==> config.mk <==
export PLATFORM = sky130hd
export DESIGN_NAME = craft_inv_round_constants
export DESIGN_NICKNAME = d
export VERILOG_FILES = /design/src/rtl/craft_inv_round_constants.sv
export SDC_FILE = /design/constraint.sdc
export NUM_CORES = 1
export LEC_CHECK = 0
export CORE_AREA = 3 3 47 44
export DETAILED_ROUTE_END_ITERATION = 7
export DIE_AREA = 0 0 50 47
export HOLD_SLACK_MARGIN = 0.05
export PLACE_DENSITY_LB_ADDON = 0.1
export SYNTH_ARGS = -nofsm -noshare
export SYNTH_HDL_FRONTEND = slang
export SYNTH_SLANG_ARGS = --single-unit
==> constraint.sdc <==
create_clock -name clk -period 2.04 [get_ports clk]
set_input_delay 0.408 -clock clk [delete_from_list [all_inputs] [get_ports clk]]
set_output_delay 0.408 -clock clk [all_outputs]
set_load 0.02 [all_outputs]
==> src/rtl/craft_inv_round_constants.sv <==
// CRAFT decryption round-constant sequencer: steps the a/b LFSRs backwards from round ROUNDS-1 to 0.
// Optional self-check of each step against a shadow of the previous state: define CRAFT_INV_RC_CHECK_EN.
module craft_inv_round_constants #(
    parameter int         ROUNDS = 32,
    parameter logic [3:0] A_INIT = 4'h8,
    parameter logic [2:0] B_INIT = 3'h5,
    localparam int        RW     = (ROUNDS > 1) ? $clog2(ROUNDS) : 1
) (
    input  logic          clk,
    input  logic          rst_n,
    input  logic          start,
    input  logic          rc_ready,
    output logic [7:0]    rc,
    output logic          rc_valid,
    output logic [RW-1:0] rc_round,
    output logic          rc_last,
    output logic          done,
    output logic          rc_err
);

    typedef enum logic [1:0] {IDLE, RUN, DONE} state_e;

    localparam logic [RW-1:0] ROUND_MAX = RW'(ROUNDS - 1);

    state_e        state_q, state_d;
    logic [3:0]    a_q, a_d;
    logic [2:0]    b_q, b_d;
    logic [RW-1:0] round_q, round_d;
    logic          step;

    // A step happens only on an accepted handshake that is not at round 0 and not overridden by start.
    assign step = (state_q == RUN) && rc_ready && !start && (round_q != '0);

    always_comb begin
        // NOTE: every variable gets a default first so no path leaves one unassigned (no latches).
        state_d = state_q;
        a_d     = a_q;
        b_d     = b_q;
        round_d = round_q;
        if (start) begin
            state_d = RUN;
            a_d     = A_INIT;
            b_d     = B_INIT;
            round_d = ROUND_MAX;
        end else begin
            unique case (state_q)
                IDLE: ;
                RUN: begin
                    if (rc_ready && round_q == '0) begin
                        state_d = DONE;
                    end else if (step) begin
                        a_d     = {a_q[2], a_q[1], a_q[0], a_q[3] ^ a_q[0]};
                        b_d     = {b_q[1], b_q[0], b_q[2] ^ b_q[0]};
                        round_d = round_q - 1'b1;
                    end
                end
                DONE: ;
                default: state_d = IDLE;
            endcase
        end
    end

    // NOTE: sequential state uses non-blocking assignments so all registers update from the same old values.
    always_ff @(posedge clk or negedge rst_n) begin
        if (!rst_n) begin
            state_q <= IDLE;
            a_q     <= A_INIT;
            b_q     <= B_INIT;
            round_q <= ROUND_MAX;
        end else begin
            state_q <= state_d;
            a_q     <= a_d;
            b_q     <= b_d;
            round_q <= round_d;
        end
    end

    assign rc       = {a_q, 1'b0, b_q};
    assign rc_valid = (state_q == RUN);
    assign rc_round = round_q;
    assign rc_last  = rc_valid && (round_q == '0);
    assign done     = (state_q == DONE);

`ifdef CRAFT_INV_RC_CHECK_EN
    logic [6:0] shadow_q;
    logic       pending_q;
    logic       err_q;
    logic [6:0] fwd_ab;

    // Forward step of the current state must reproduce the state emitted just before it.
    assign fwd_ab = {a_q[1] ^ a_q[0], a_q[3:1], b_q[1] ^ b_q[0], b_q[2:1]};

    always_ff @(posedge clk or negedge rst_n) begin
        if (!rst_n) begin
            shadow_q  <= '0;
            pending_q <= 1'b0;
            err_q     <= 1'b0;
        end else if (start) begin
            pending_q <= 1'b0;
            err_q     <= 1'b0;
        end else begin
            pending_q <= step;
            if (step) begin
                shadow_q <= {a_q, b_q};
            end
            if (pending_q && (fwd_ab != shadow_q)) begin
                err_q <= 1'b1;
            end
        end
    end

    assign rc_err = err_q;
`else
    assign rc_err = 1'b0;
`endif

endmodule

==> metrics.yaml <==
sta:
  hold_viol: 0
  fin_crit_sh: 0.9768
  hold_ws_ns: 0.5188
  maxSlewViolCount: 0
  finalSetupViolCount: 0
  fmax_mhz: 501.8
  relSlewSlack: 0.5751
  skew_ns: 0.003176
  finalCriticalPeriod_ns: 1.993
  rsz0062_at_grt: "yes"
  worst_pin_slew_ns: 0.6354
run_status:
  outcome: "completed"
floorplan:
  die-area_mm2: 0.002350
  core_mm2: 0.001664
  num_io_pins: 21
  die_h_um: 47
  initial_utilization: 0.4331
  rows: 14
  die_x_um: 50
global_route:
  grt_pass1_wl_mm: 2.856
  antenna_found_initial: 0
  grt_overflow: 0
  grt_max_degree: 15
  grtUsageTotal: 0.1633
  grt_pass1_vias: 641
synthesis:
  synth_xor_xnor_area_share: 0
  syn_area_um2: 720.7
  syn-mean-instance-area_um2: 10.01
  synth_warnings: 0
  synthMuxAreaShare: 0.01563
  synth-compound-area-share: 0.1597
  synth_top_family_by_area: "simple AND/OR/NAND/NOR gates"
  ys_seq_elements: 14
  synthDistinctLibCells: 29
  synth.yosys.seq_area_share: 0.5000
  yosys.area_share.simple: 0.2396
  synth_adder_area_share: 0.01736
  syn_inst: 72
clocking:
  clock_sinks: 14
  numCtsBuffers: 3
  tritoncts: "done"
  cts-root-buf: "clkbuf_4"
  cts_buffer_depth: 2
  htree_levels: 1
  clkTransAtPathRegs_ns: 0.09
  insertion_delay_ns: 0.28
  ctsHoldBuffers: 0
critical_path:
  cp_data_arrival_time_ns: 1.58
  start_kind: "flop"
  reg2reg_slack_ns: 0.25
  crit_path_max_fanout: 5
  critPathRequiredTime_ns: 1.63
  end_kind: "primary output"
  crit_type: "reg2out"
placed_design:
  place_area_um2: 972.2
  post-dp-hpwl_mm: 1.233
  io_buffers: 18
  gp_congestion: 0.7914
routing:
  antenna_left: 0
  vias: 660
  routed_wirelength_mm: 1.759
  routedWlPerCell_um: 14.07
  vias_per_cell: 5.280
  drt_first_pass_iters: 4
  route.detailed.drc: 0
  drt_iter0_drc: 25
hold_path:
  hold_class: "in2async"
finish:
  nFillCells: 148
  area_growth_pct: 42.36
  fin_nets: 107
  postLayoutCoreUtil: 0.6165
  layout-drive-gt1-share: 0.2871
  layout_commonest_cell: "clkdlybuf4s50_1"
  mostFrequentLayoutCells: "17 x clkdlybuf4s50_1, 11 x nand3_1, 11 x buf_4, 8 x dfstp_2, 7 x o21ai_0"
  antenna_cells: 0
  final_area_mm2: 0.001026
run:
  cap_violations: 0
power:
  peakVddDrop_mv: 0.3808
  leakage_nw: 0.4354
  power-per-cell-area_mw_per_mm2: 607.2
-- stage by stage --
step                      setup WS, ns  instances  TNS (ns)  power [mW]
final                          0.04735        125         0      0.6230
after global routing          -0.01570        125  -0.01570      0.6563
after CTS                     0.002530        124         0      0.6309
after detailed placement       -0.2072        120   -0.2072      0.4236
after global placement         -0.2007        120   -0.2007      0.4219
after floorplan                0.04516         73         0      0.3661
-- critical path, cell delays in order (launching register included) --
cell,delay [ns]
dfstp_2,0.38
inv_2,0.07
ha_4,0.15
or4b_4,0.46
nor2_1,0.10
buf_4,0.15
-- flip-flops by register name, summed over array words and instances, names as in the netlist --
register,flops
rc_round,5
a_q,4
state_q,2
b_q,3
-- cell families (layout without fill, tap and decap cells) --
family,count (synthesis),in the layout
flops,14,14
fa+ha+maj,1,1
mux,1,1
other cells,1,2
compound gates,20,20
buf+inv,8,36
simple gates,27,27
-- worst paths after layout --
| kind | startpoint | end | depth (start not counted) |
|---|---|---|---|
| max in group asynchronous | rst_n | a_q[1]$_DFFE_PN0P_ | 1 |
| min in group clk | b_q[2]$_DFFE_PN1P_ | b_q[2]$_DFFE_PN1P_ | 2 |
| worst max register to register | rc_round[0]$_DFFE_PN1P_ | a_q[0]$_DFFE_PN0P_ | 6 |
| worst min-delay path | rst_n | a_q[0]$_DFFE_PN0P_ | 1 |
| worst max-delay path | rc_round[0]$_DFFE_PN1P_ | rc_last | 5 |
| worst min register to register | b_q[2]$_DFFE_PN1P_ | b_q[2]$_DFFE_PN1P_ | 2 |
-- cells in the mapped netlist --
cell type | instances | area (um^2)
and3_1 | 1 | 6.260
a21o_1 | 2 | 15.01
inv_1 | 4 | 15.01
dfstp_2 | 8 | 210.2
a21oi_1 | 3 | 15.01
nor3_1 | 1 | 5.000
nand2b_1 | 1 | 6.260
ha_1 | 1 | 12.51
buf_4 | 2 | 15.01
o21ai_1 | 3 | 15.01
and4_1 | 2 | 17.52
a31oi_1 | 3 | 18.77
mux2_2 | 1 | 11.26
o311ai_0 | 1 | 8.760
nand3_1 | 11 | 55.05
buf_1 | 1 | 3.750
buf_6 | 1 | 11.26
nand3b_1 | 1 | 7.510
o21a_1 | 1 | 7.510
nand2_1 | 1 | 3.750
nor2b_1 | 2 | 12.51
and4b_1 | 1 | 10.01
dfrtp_1 | 6 | 150.1
nor4b_2 | 1 | 15.01
nor2_1 | 3 | 11.26
o21ai_0 | 7 | 35.03
or4b_4 | 1 | 13.76
conb_1 | 1 | 3.750
and3b_1 | 1 | 8.760
-- power by group --
group / internal [mW] / total, mW / switching [mW]
clock network: 0.108 / 0.199 / 0.0905
registers: 0.298 / 0.309 / 0.0112
logic: 0.0541 / 0.115 / 0.0610
-- routing by layer --
metal,vias up,track usage,part of all wire
met5,-,0,0
met4,0,0.06630,0.0057
met3,2,0.05079,0.065
met2,22,0.2760,0.47
met1,320,0.1977,0.46
li1,316,-,-
-- what timing repair did --
item / CTS / global route
setup buffers: 0 / 1
gates resized for setup: 8 / 1
gates cloned: 0 / 0
pin swaps: 1 / 1
endpoints found under the setup margin: 1 / 1
-- layout make-up --
class	instances	area (um^2)	area share
clock buffers	4	36.28	0.03537
well taps	24	30.03	0.02927
repair buffers	28	252.7	0.2463
multi-input cells	51	331.6	0.3232
inverters	4	15.01	0.01463
flip-flops and latches	14	360.3	0.3512
Power figures use the tool's default switching activity.
